**config.mk**
```make
export PLATFORM = sky130hd
export DESIGN_NAME = alu_nibble_seq
export DESIGN_NICKNAME = d
export VERILOG_FILES = /design/src/rtl/alu_seq_pkg.sv /design/src/rtl/alu_nibble_seq.sv
export SDC_FILE = /design/constraint.sdc
export NUM_CORES = 1
export LEC_CHECK = 0
export ABC_AREA = 1
export ABC_CLOCK_PERIOD_IN_PS = 5070
export BUFFER_PORTS_ARGS = -buffer_cell sky130_fd_sc_hd__buf_2
export CAP_MARGIN = 20
export CORE_MARGIN = 5
export CORE_UTILIZATION = 35
export DETAILED_ROUTE_END_ITERATION = 16
export PLACE_DENSITY = 0.64
export SLEW_MARGIN = 5
export SYNTH_ARGS = -nofsm -noshare
export SYNTH_HDL_FRONTEND = slang
export SYNTH_SLANG_ARGS = --single-unit
```
**constraint.sdc**
```tcl
create_clock -name clk -period 5.07 [get_ports clk]
set_input_delay 0.7605 -clock clk [delete_from_list [all_inputs] [get_ports clk]]
set_output_delay 0.7605 -clock clk [all_outputs]
set_load 0.005 [all_outputs]
```
**src/rtl/alu_seq_pkg.sv**
```systemverilog
// Shared types for the nibble-serial ALU sequencer and the external 4-bit slice.
package alu_seq_pkg;

  typedef struct packed {
    logic [3:0] d1;
    logic [3:0] d2;
  } Alu4bitArgs;

  typedef enum logic [1:0] {
    OP_ADD  = 2'd0,
    OP_SUB  = 2'd1,
    OP_SHR  = 2'd2,
    OP_RSVD = 2'd3
  } op_e;

  localparam logic [1:0] ALU_CMD_SUM = 2'd0;
  localparam logic [1:0] ALU_CMD_SHR = 2'd1;

  typedef enum logic [1:0] {
    IDLE = 2'd0,
    RUN  = 2'd1,
    DONE = 2'd2
  } state_e;

endpackage

```
**src/rtl/alu_nibble_seq.sv**
```systemverilog
// Drives an external 4-bit ALU slice one nibble per cycle, LSB first, and assembles a WIDTH-bit result.
// Optional macro ALU_NIBBLE_SEQ_OVERFLOW_EN adds the signed-overflow output rsp_ovf.
module alu_nibble_seq
  import alu_seq_pkg::*;
#(
  parameter int WIDTH = 16
) (
  input  logic             clk,
  input  logic             rst_n,
  input  logic             req_valid,
  output logic             req_ready,
  input  logic [1:0]       req_op,
  input  logic [WIDTH-1:0] req_a,
  input  logic [WIDTH-1:0] req_b,
  output logic             rsp_valid,
  input  logic             rsp_ready,
  output logic [WIDTH-1:0] rsp_data,
  output logic             rsp_carry,
  output logic             rsp_zero,
  output logic             rsp_err,
`ifdef ALU_NIBBLE_SEQ_OVERFLOW_EN
  output logic             rsp_ovf,
`endif
  output logic [7:0]       alu_args,
  output logic             alu_carry_in,
  output logic             alu_carry_disable,
  output logic [1:0]       alu_cmd,
  input  logic [3:0]       alu_res,
  input  logic             alu_carry_out
);

  localparam int NIBBLES = WIDTH / 4;
  localparam int IDX_W   = (NIBBLES > 1) ? $clog2(NIBBLES) : 1;

  if ((WIDTH % 4 != 0) || (WIDTH < 8)) begin : g_bad_width
    $error("alu_nibble_seq: WIDTH must be a multiple of 4 and at least 8");
  end

  state_e             state_r, state_s;
  op_e                op_r;
  logic [WIDTH-1:0]   a_r, b_r, result_r, result_next_s, b_shr_s;
  logic [IDX_W-1:0]   idx_r;
  logic               carry_r, last_s, accept_s, req_ready_r, req_ready_s;
  logic [3:0]         cap_nib_s, a_nib_s, b_nib_s;
  Alu4bitArgs         alu_args_s;
  logic               alu_carry_in_s, alu_carry_disable_s;
  logic [1:0]         alu_cmd_s;
  logic               rsp_valid_r, rsp_carry_r, rsp_zero_r, rsp_err_r;
  logic [WIDTH-1:0]   rsp_data_r;

  assign accept_s = req_valid && req_ready_r && (state_r == IDLE);
  assign last_s   = (idx_r == IDX_W'(NIBBLES - 1));
  assign a_nib_s  = a_r[4*idx_r +: 4];
  assign b_nib_s  = b_r[4*idx_r +: 4];
  assign b_shr_s  = {1'b0, b_r[WIDTH-1:1]};

  // State register.
  always_ff @(posedge clk or negedge rst_n) begin
    if (!rst_n) begin
      state_r <= IDLE;
    end else begin
      state_r <= state_s;
    end
  end

  // Next-state logic.
  always_comb begin
    state_s = state_r;
    case (state_r)
      IDLE: begin
        if (accept_s) begin
          state_s = (req_op == OP_RSVD) ? DONE : RUN;
        end else begin
          state_s = IDLE;
        end
      end
      RUN: begin
        if (last_s) begin
          state_s = DONE;
        end else begin
          state_s = RUN;
        end
      end
      DONE: begin
        if (rsp_ready) begin
          state_s = IDLE;
        end else begin
          state_s = DONE;
        end
      end
      default: state_s = IDLE;
    endcase
  end

  // Slice drive and ready decode; the slice is combinational so it is driven straight from the registers.
  always_comb begin
    alu_args_s          = '0;
    alu_carry_in_s      = 1'b0;
    alu_carry_disable_s = 1'b0;
    alu_cmd_s           = ALU_CMD_SUM;
    req_ready_s         = (state_s == IDLE);
    if (state_r == RUN) begin
      case (op_r)
        OP_ADD: begin
          alu_args_s     = '{d1: a_nib_s, d2: b_nib_s};
          alu_carry_in_s = (idx_r == '0) ? 1'b0 : carry_r;
        end
        OP_SUB: begin
          alu_args_s     = '{d1: a_nib_s, d2: ~b_nib_s};
          alu_carry_in_s = (idx_r == '0) ? 1'b1 : carry_r;
        end
        OP_SHR: begin
          alu_args_s          = '{d1: 4'h0, d2: b_nib_s};
          alu_carry_disable_s = 1'b1;
          alu_cmd_s           = ALU_CMD_SHR;
        end
        default: alu_args_s = '0;
      endcase
    end else begin
      alu_args_s = '0;
    end
  end

  // Captured nibble; for SHR bit 3 comes from the next nibble of B since the slice cannot see it.
  always_comb begin
    cap_nib_s = alu_res;
    if (op_r == OP_SHR) begin
      cap_nib_s[3] = b_shr_s[4*idx_r+3];
    end else begin
      cap_nib_s[3] = alu_res[3];
    end
    result_next_s = result_r;
    result_next_s[4*idx_r +: 4] = cap_nib_s;
  end

`ifdef ALU_NIBBLE_SEQ_OVERFLOW_EN
  logic b_top_s, cin_top_s, ovf_s, rsp_ovf_r;

  // Signed overflow: carry into the top bit XOR carry out of it.
  always_comb begin
    b_top_s   = (op_r == OP_SUB) ? ~b_r[WIDTH-1] : b_r[WIDTH-1];
    cin_top_s = a_r[WIDTH-1] ^ b_top_s ^ alu_res[3];
    if ((op_r == OP_ADD) || (op_r == OP_SUB)) begin
      ovf_s = cin_top_s ^ alu_carry_out;
    end else begin
      ovf_s = 1'b0;
    end
  end

  // Overflow flag register, follows the response life cycle.
  always_ff @(posedge clk or negedge rst_n) begin
    if (!rst_n) begin
      rsp_ovf_r <= 1'b0;
    end else if ((state_r == RUN) && last_s) begin
      rsp_ovf_r <= ovf_s;
    end else if ((state_r == DONE) && rsp_ready) begin
      rsp_ovf_r <= 1'b0;
    end
  end

  assign rsp_ovf = rsp_ovf_r;
`endif

  // Operand latch, nibble walk and response registers.
  always_ff @(posedge clk or negedge rst_n) begin
    if (!rst_n) begin
      op_r        <= OP_ADD;
      a_r         <= '0;
      b_r         <= '0;
      idx_r       <= '0;
      carry_r     <= 1'b0;
      result_r    <= '0;
      req_ready_r <= 1'b0;
      rsp_valid_r <= 1'b0;
      rsp_data_r  <= '0;
      rsp_carry_r <= 1'b0;
      rsp_zero_r  <= 1'b0;
      rsp_err_r   <= 1'b0;
    end else begin
      req_ready_r <= req_ready_s;
      case (state_r)
        IDLE: begin
          if (accept_s) begin
            op_r     <= op_e'(req_op);
            a_r      <= req_a;
            b_r      <= req_b;
            idx_r    <= '0;
            carry_r  <= 1'b0;
            result_r <= '0;
            if (req_op == OP_RSVD) begin
              rsp_valid_r <= 1'b1;
              rsp_data_r  <= '0;
              rsp_carry_r <= 1'b0;
              rsp_zero_r  <= 1'b1;
              rsp_err_r   <= 1'b1;
            end
          end
        end
        RUN: begin
          result_r <= result_next_s;
          carry_r  <= alu_carry_out;
          idx_r    <= idx_r + IDX_W'(1);
          if (last_s) begin
            rsp_valid_r <= 1'b1;
            rsp_data_r  <= result_next_s;
            rsp_carry_r <= (op_r == OP_SHR) ? b_r[0] : alu_carry_out;
            rsp_zero_r  <= (result_next_s == '0);
            rsp_err_r   <= 1'b0;
          end
        end
        DONE: begin
          if (rsp_ready) begin
            rsp_valid_r <= 1'b0;
            rsp_data_r  <= '0;
            rsp_carry_r <= 1'b0;
            rsp_zero_r  <= 1'b0;
            rsp_err_r   <= 1'b0;
          end
        end
        default: idx_r <= '0;
      endcase
    end
  end

  assign req_ready         = req_ready_r;
  assign rsp_valid         = rsp_valid_r;
  assign rsp_data          = rsp_data_r;
  assign rsp_carry         = rsp_carry_r;
  assign rsp_zero          = rsp_zero_r;
  assign rsp_err           = rsp_err_r;
  assign alu_args          = alu_args_s;
  assign alu_carry_in      = alu_carry_in_s;
  assign alu_carry_disable = alu_carry_disable_s;
  assign alu_cmd           = alu_cmd_s;

endmodule

```
# [Word level (Yosys, flattened, before mapping)]
# Index checks and enable logic that the tools add are counted.
# Widths: inputs -> output; s select.
[totals] output_inout_bits=33 word_cells=90 reg_bits=76 input_bits=43
[op_classes] n_addsub=3 n_mux=44 magnitude_cmp=1 shifts=4 eq_ne=10 bitwise_logic=2 reduce_logical=13
[op_table] operator="$mux 16" count=5
[op_table] operator="$pmux 16 s3" count=1
[op_table] operator="$neg 4->34" count=1
[op_table] operator="$shift 4x34->16 const A" count=1
[op_table] operator="$shiftx 4x34->16" count=1
[op_table] operator="$pmux 16 s2" count=1
[op_table] operator="$shiftx 16x5->4" count=2
[op_table] operator="$pmux 8 s3" count=1
[op_table] operator="$mux 1" count=20
[op_table] operator="$bwmux 16" count=1
[op_table] operator="$logic_not 16->1" count=1
[op_table] operator="$pmux 1 s3" count=4
[op_table] operator="$pmux 2 s3" count=2
[op_table] operator="$mux 2" count=5
[op_table] operator="$eq 2x2->1 const B" count=4
[op_table] operator="$logic_not 2->1" count=4
[op_table] operator="$mux 8" count=1
[op_table] operator="$ne 2x2->1 const B" count=3
[op_table] operator="$reduce_and 2->1" count=3
[op_table] operator="$add 4x2->5 const B" count=1
[op_table] operator="$lt 5x5->1 const B" count=1
[op_table] operator="$reduce_and 5->1" count=1
[op_table] operator="$bmux 1 s4" count=1
[op_table] operator="$eq 2x1->1 const B" count=2
[op_table] operator="8 further kinds" count=10

# [Longest topological paths before layout]
# Gate-level depths: netlist of the first run.
[depth] ltp_word=9 mapped_depth=15 depth_no_buf=13

# [Worst setup path after synthesis of the first run]
# Ideal clock, no wire load.
[synth_timing] path_type="register to output" start="register idx_r[0]" end="output alu_carry_in" stages_incl_launch_ff=7 path_buffers=2 t_required_ns=4.310 arrival_ns=1.586 path_slack_ns=2.723 path_cell_list="dfrtp_1 -> inv_2 -> buf_2 -> clkbuf_1 -> ha_1 -> nor2_1 -> a211oi_1"
[synth_via] elab_chain_cells=4 elab_cells_between_ends=5 classes_between="mux (4); reduce/logical (1)"
[synth_rtl] element="start, declared" line_no="alu_nibble_seq.sv:42" source="logic [IDX_W-1:0] idx_r;"
[synth_rtl] element="start signal, assigned" line_no="alu_nibble_seq.sv:202" source="idx_r <= idx_r + IDX_W'(1);"
[synth_rtl] element="$logic_not 2->1 (*)" line_no="alu_nibble_seq.sv:106, alu_nibble_seq.sv:110"
[synth_rtl] element="$mux 1 (on tied branches)" line_no="alu_nibble_seq.sv:110, alu_nibble_seq.sv:106"
[synth_rtl] element="$pmux 1 s2 (*)" line_no="alu_nibble_seq.sv:103" source="case (op_r)"
[synth_rtl] element="$mux 1 (*)" line_no="alu_nibble_seq.sv:102" source="if (state_r == RUN) begin"
[synth_rtl] element="end, declared" line_no="alu_nibble_seq.sv:25" source="output logic alu_carry_in,"
# Every way passes the cells marked *; elsewhere a longest branch is shown, timed or not.

# [Final worst setup path of the first run]
[layout_timing] start="register idx_r[0]" end="output alu_args[0]"
[layout_via] elab_chain_cells=4
[layout_rtl] element="$shiftx 16x5->4 (*)" line_no="alu_nibble_seq.sv:54" source="assign b_nib_s = b_r[4*idx_r +: 4];"
[layout_rtl] element="$not 4->4" line_no="alu_nibble_seq.sv:109" source="alu_args_s = '{d1: a_nib_s, d2: ~b_nib_s};"
[layout_rtl] element="$pmux 8 s3 (*)" line_no="alu_nibble_seq.sv:103"
[layout_rtl] element="$mux 8 (*)" line_no="alu_nibble_seq.sv:102"
[layout_rtl] element="end, declared" line_no="alu_nibble_seq.sv:24" source="output logic [7:0] alu_args,"
# Marks and branches as above.

==> results of run 1 <==
worst max-delay path: stages, from the launching register on:
cell and delay (ns):
dfrtp_1 0.89, inv_2 0.37, a21oi_1 0.21, o21ai_0 0.10, o21ai_0 0.12, o21ai_0 0.11, a21oi_1 0.26, buf_2 0.16
cell usage in the layout (no fill, tap or decap), drive strengths merged, types with 2 or more instances in the layout:
master / instances
buf: 76
nor3: 2
dfrtp: 76
nand3: 21
ha: 10
o22ai: 3
inv: 34
or2: 3
nor2: 50
nand2: 190
o21ai: 65
clkbuf: 11
a21oi: 18
bufinv: 2
metal layers:
metal  vias to the layer above  GRT usage, %
li1                       1706             -
met1                      1468         20.17
met2                        96         23.48
met3                        20         3.911
met4                         0         5.384
met5                         -             0
cell families after synthesis:
| logic type | synth area share (%) |
|---|---|
| simple gates | 27.98 |
| other cells | 0.09807 |
| buf+inv | 6.675 |
| flops | 49.74 |
| fa+ha+maj | 3.272 |
| compound gates | 12.24 |
registers in the layout, indices dropped and copies added (netlist names), 2 cells and up:
| name | cells |
|---|---|
| a_r | 16 |
| b_r | 16 |
| result_r | 16 |
| rsp_data | 16 |
| idx_r | 2 |
| op_r | 2 |
| state_r | 2 |
power by group:
group	internal (mW)	total (mW)	switching [mW]	leakage [nW]
registers	0.800	0.944	0.144	0.993
logic	0.331	0.997	0.666	1.25
clock network	0.300	0.517	0.217	0.111
total	1.43	2.46	1.03	2.35
area by class of cell:
cell class | count | area [µm²] | share of cell area (%)
clock buffer | 11 | 151.4 | 3.377
clock inverter | 4 | 72.57 | 1.619
inverter | 34 | 127.6 | 2.847
timing repair buffer | 76 | 387.9 | 8.652
multi-input combinational | 366 | 1667 | 37.18
tap | 140 | 175.2 | 3.907
sequential | 76 | 1902 | 42.42
stage by stage:
step           power (mW)  hold WS, ns  area (µm²)
6_report            2.459       0.4725        4483
5_1_grt             2.686       0.4956        4483
4_1_cts             2.485       0.4765        4483
3_5_place_dp        1.960       0.4579        4259
3_3_place_gp        1.927       0.4495        4259
2_1_floorplan       1.678       0.4366        3824
worst max path at each step:
stage / to / slack (ns) / cells after the start
after floorplan: alu_carry_in / 2.72 / 6
after global placement: alu_carry_in / 2.28 / 4
after detailed placement: result_r[3] / 2.18 / 8
after CTS: alu_args[0] / 1.78 / 7
after global routing: alu_args[0] / 1.55 / 7
final: alu_args[0] / 1.74 / 7
==> impl_metrics.py, run 1 <==
metrics = {
    "worst_hold_path": {
        "min_path_type": "reg -> reg",
        "hold_start": "b_r[1]",
        "hold_path_end": "b_r[1]",
        "whs_path_depth": 2,
    },
    "clock_network": {
        "max-clock-path-buffers": 2,
        "cts_tree": "done",
        "clk_pin_slew_ns": 0.07,
        "cts_buffers": 9,
        "root_buffer": "clkbuf_8",
        "h-tree-depth": 3,
        "cts_sinks": 76,
        "ctsResizeCount": 0,
        "cts_setup_buffers": 0,
        "clk_latency_ns": 0.35,
        "ctsHoldBuffers": 0,
    },
    "sta": {
        "post-route-period-util_pct": 65.74,
        "hold_violations": 0,
        "setup_violations": 0,
        "timing.fmax_ghz": 0.3000,
        "worst_pin_slew_ns": 0.9439,
        "rsz0062_at_grt": "no",
        "fin_ws_ns": 1.737,
        "drv_slew": 0,
        "finalCriticalPeriod_ns": 3.333,
        "clock_skew_ns": 0.006321,
        "tns_ns": 0,
        "relSlewSlack_pct": 37.07,
    },
    "cells_and_area": {
        "fin_util_pct": 41.54,
        "fin_cells": 707,
        "syn_to_final_growth_pct": 17.24,
        "final_nets": 616,
        "n_antenna_cell": 0,
        "fillers": 1145,
        "drive_above_1_share_pct": 19.22,
    },
    "logic_synthesis": {
        "syn_area_per_cell_um2": 7.647,
        "synth-seq-cells": 76,
        "synth_edf_count": 0,
        "yosys_warnings": 0,
        "ys.flop_type": "dfrtp_1",
        "synth.most_common_cell": "nand2_1",
        "synthTopCellsByArea": "dfrtp_1 (50%), nand2_1 (19%), o21ai_0 (6.3%)",
        "yosys.area.top_type": "dfrtp_1",
        "yosys.cell_types.count": 26,
        "syn-cell-area_um2": 3824,
        "async_reset_ff_share_pct": 100.0,
        "synth_top_area_share_pct": 49.74,
        "syn-num-nets": 553,
        "seq_area_frac_synth_pct": 49.74,
        "synthTopCellsByCount": "nand2_1 (189), dfrtp_1 (76), o21ai_0 (48)",
        "synth_cells": 500,
    },
    "routing": {
        "wl_per_cell_um": 13.28,
        "wl_met1_um": 4397,
        "postRouteAntennaNets": 0,
        "wl_um": 9388,
        "route.met3.wl_um": 502,
        "viasPerCell": 4.653,
        "drt_iter0_drc": 213,
        "top_layer_used": "met4",
        "drc": 0,
        "wl_met2_um": 4277,
        "dr.pass1.iters": 5,
        "vias": 3290,
    },
    "floorplanning": {
        "fp-row-count": 38,
        "io-pin-count": 76,
        "die_w_um": 114.5,
        "start_util_pct": 35.43,
        "fp.coreArea_um2": 10790,
        "die_h_um": 114.5,
        "dieArea_um2": 13110,
    },
    "setup_path": {
        "r2r_cells": 12,
        "r2r_start": "idx_r[0]",
        "cp.required_ns": 4.31,
        "reg2reg_to": "rsp_zero",
        "critPathArrivalTime_ns": 2.57,
        "critPathMaxFanout": 26,
        "crit_start": "idx_r[0]",
        "reg2reg_slack_ns": 2.25,
        "end_kind": "primary output",
        "crit_type": "reg -> out",
        "startpoint_type": "flip-flop",
    },
    "global_routing": {
        "grtUsageTotal_pct": 15.04,
        "grt_max_degree": 77,
        "globalRouteOverflowTotal": 0,
        "grt_pass1_vias": 3272,
        "grt_pass1_wl_um": 15710,
        "antenna_found_initial": 0,
    },
    "placement": {
        "portBuffers": 74,
        "dp_hpwl_um": 6888,
        "place.gp.congestion": 0.8678,
        "post-place-ws_ns": 2.177,
        "placed_cells": 692,
    },
    "pwr": {
        "p_leak_nw": 2.355,
        "ir_drop_uv": 197.1,
        "power_density_nw_per_um2": 548.4,
    },
    "flow_run": {
        "max_cap_violations": 0,
    },
    "outcome": {
        "outcome": "finished clean",
    },
}
Note: power is estimated with default switching activity, not from simulation.
==> inputs of run 2 (changes only) <==
--- a/config.mk
+++ b/config.mk
@@ -6,7 +6,7 @@
 export NUM_CORES = 1
 export LEC_CHECK = 0
 export ABC_AREA = 1
-export ABC_CLOCK_PERIOD_IN_PS = 5070
+export ABC_CLOCK_PERIOD_IN_PS = 3200
 export BUFFER_PORTS_ARGS = -buffer_cell sky130_fd_sc_hd__buf_2
 export CAP_MARGIN = 20
 export CORE_MARGIN = 5
==> constraint.sdc (replaced) <==
create_clock -name clk -period 3.2 [get_ports clk]
set_input_delay 0.48 -clock clk [delete_from_list [all_inputs] [get_ports clk]]
set_output_delay 0.48 -clock clk [all_outputs]
set_load 0.005 [all_outputs]
==> run 2 against run 1 <==
Effect of this change:
- hold slack worse by 0.41 ns
- first-iteration DRC count is 5.6% higher
- sequential cell count stayed put
- largest cell class unchanged
- largest power group unchanged
- highest routed layer unchanged
==> impl_metrics.py, run 2 (synthesis results as in run 1) <==
metrics = {
    "setup_path": {
        "reg2reg_slack_ns": 0.82,
        "worstPathCellList": "inv_1, ha_1, nor2_1, a211oi_1, buf_2",
        "endpoint": "alu_carry_in",
        "cp_num_buf_inv": 2,
        "crit_type": "reg -> out",
        "r2r_cells": 8,
        "r2r_start": "state_r[0]",
        "cp.required_ns": 2.72,
        "crit_start": "idx_r[1]",
        "critPathMaxFanout": 14,
        "critPathArrivalTime_ns": 2.20,
        "end_kind": "primary output",
        "crit_path_max_incr_delay_ns": 0.53,
        "reg2reg_to": "result_r[7]",
        "critical_path_depth": 5,
        "startpoint_type": "flip-flop",
        "critPathSlowestCell": "dfrtp_1",
        "cp_top_family": "buffers and inverters",
    },
    "routing": {
        "viasPerCell": 4.792,
        "drc": 0,
        "drt_iter0_drc": 225,
        "vias": 3402,
        "postRouteAntennaNets": 0,
        "dr.pass1.iters": 4,
        "wl_per_cell_um": 13.55,
        "wl_um": 9620,
    },
    "cells_and_area": {
        "layout.cells.most_common": "nand2_1",
        "fin_util_pct": 42.37,
        "n_antenna_cell": 0,
        "layout_common_cells": "nand2_1 (189), dfrtp_1 (76), buf_2 (73), o21ai_0 (48), nor2_1 (46)",
        "drive_above_1_share_pct": 19.65,
        "fin_cells": 710,
        "fillers": 1094,
        "syn_to_final_growth_pct": 19.60,
        "final_nets": 619,
    },
    "clock_network": {
        "h-tree-depth": 3,
        "cts_tree": "done",
        "clk_pin_slew_ns": 0.08,
        "cts_setup_buffers": 0,
        "cts_buffers": 9,
        "max-clock-path-buffers": 2,
        "clk_latency_ns": 0.35,
        "root_buffer": "clkbuf_8",
        "ctsResizeCount": 0,
        "cts_sinks": 76,
        "ctsHoldBuffers": 0,
    },
    "pwr": {
        "p_leak_nw": 2.402,
        "power_density_nw_per_um2": 893.8,
        "ir_drop_uv": 343.5,
        "p_total_mw": 4.087,
    },
    "sta": {
        "finalCriticalPeriod_ns": 2.684,
        "hold_violations": 0,
        "tns_ns": 0,
        "post-route-period-util_pct": 83.86,
        "setup_violations": 0,
        "relSlewSlack_pct": 49.04,
        "drv_slew": 0,
        "fin_ws_ns": 0.5165,
        "worst_pin_slew_ns": 0.7636,
        "timing.fmax_ghz": 0.3726,
        "rsz0062_at_grt": "no",
        "clock_skew_ns": 0.009379,
    },
    "floorplanning": {
        "dieArea_um2": 13110,
        "fp-row-count": 38,
        "io-pin-count": 76,
        "die_w_um": 114.5,
        "start_util_pct": 35.43,
        "fp.coreArea_um2": 10790,
        "die_h_um": 114.5,
    },
    "placement": {
        "placed_cells": 694,
        "post-place-ws_ns": 0.7930,
        "dp_hpwl_um": 7160,
        "place.gp.congestion": 0.8241,
        "portBuffers": 74,
    },
    "global_routing": {
        "gr-usage-met2_pct": 25.30,
        "grt_pass1_vias": 3444,
        "globalRouteOverflowTotal": 0,
        "grt_max_degree": 77,
        "grt_use_met3_pct": 3.436,
        "grt_pass1_wl_um": 16390,
        "antenna_found_initial": 0,
        "grtUsageTotal_pct": 15.55,
        "busiest_layer": "met2",
        "gr-usage-met1_pct": 20.62,
    },
    "flow_run": {
        "max_cap_violations": 0,
    },
    "worst_hold_path": {
        "min_path_type": "in -> async",
    },
    "outcome": {
        "outcome": "finished clean",
    },
}
run 2: cell types whose count changed in the layout (fill, tap and decap cells not counted), sizes merged:
cell | before | now
buf | 76 | 79
bufinv | 2 | 4
clkinv | 1 | 0
clkinvlp | 1 | 0
run 2: where the power goes:
group	switching (mW)	internal [mW]	total (mW)
Combinational	1.09	0.540	1.63
Clock	0.356	0.636	0.992
Sequential	0.202	1.27	1.47
run 2: worst min-delay path by stage:
stage | slack [ns] | cells past startpoint | endpoint | from
after floorplan | 0.18 | 0 | a_r[0] | rst_n
after global placement | 0.45 | 2 | a_r[7] | a_r[7]
after detailed placement | 0.46 | 2 | a_r[5] | a_r[5]
after CTS | 0.30 | 3 | b_r[3] | req_b[3]
after global routing | 0.08 | 1 | rsp_data[8] | rst_n
final | 0.06 | 1 | rsp_data[8] | rst_n
run 2: worst register-to-register path: stages (launching register included):
cell and delay, ns:
dfrtp_1 0.38, inv_1 0.07, ha_1 0.22, inv_1 0.09, nor2_2 0.06, inv_2 0.36, o21ai_0 0.23, inv_1 0.61
o21ai_0 0.22
run 2: area by class of cell:
| class | count | area [µm²] | share of cell area, % |
|---|---|---|---|
| well taps | 140 | 175.2 | 3.830 |
| clock inverters | 4 | 120.1 | 2.627 |
| repair buffers | 79 | 430.4 | 9.412 |
| multi-input cells | 366 | 1667 | 36.44 |
| flip-flops and latches | 76 | 1902 | 41.59 |
| clock buffers | 11 | 151.4 | 3.311 |
| inverters | 34 | 127.6 | 2.791 |
run 2: stage by stage:
step	hold slack (ns)	cell area, µm²
6_report	0.06004	4573
5_1_grt	0.07886	4573
3_3_place_gp	0.4493	4274
4_1_cts	0.2962	4546
2_1_floorplan	0.1844	3824
3_5_place_dp	0.4551	4274
run 2: metal layers:
| metal | share of wire (%) | up-vias |
|---|---|---|
| met1 | 46 | 1574 |
| met4 | 1.9 | 0 |
| met2 | 47 | 100 |
| met5 | 0 | - |
| li1 | - | 1711 |
| met3 | 5.4 | 17 |
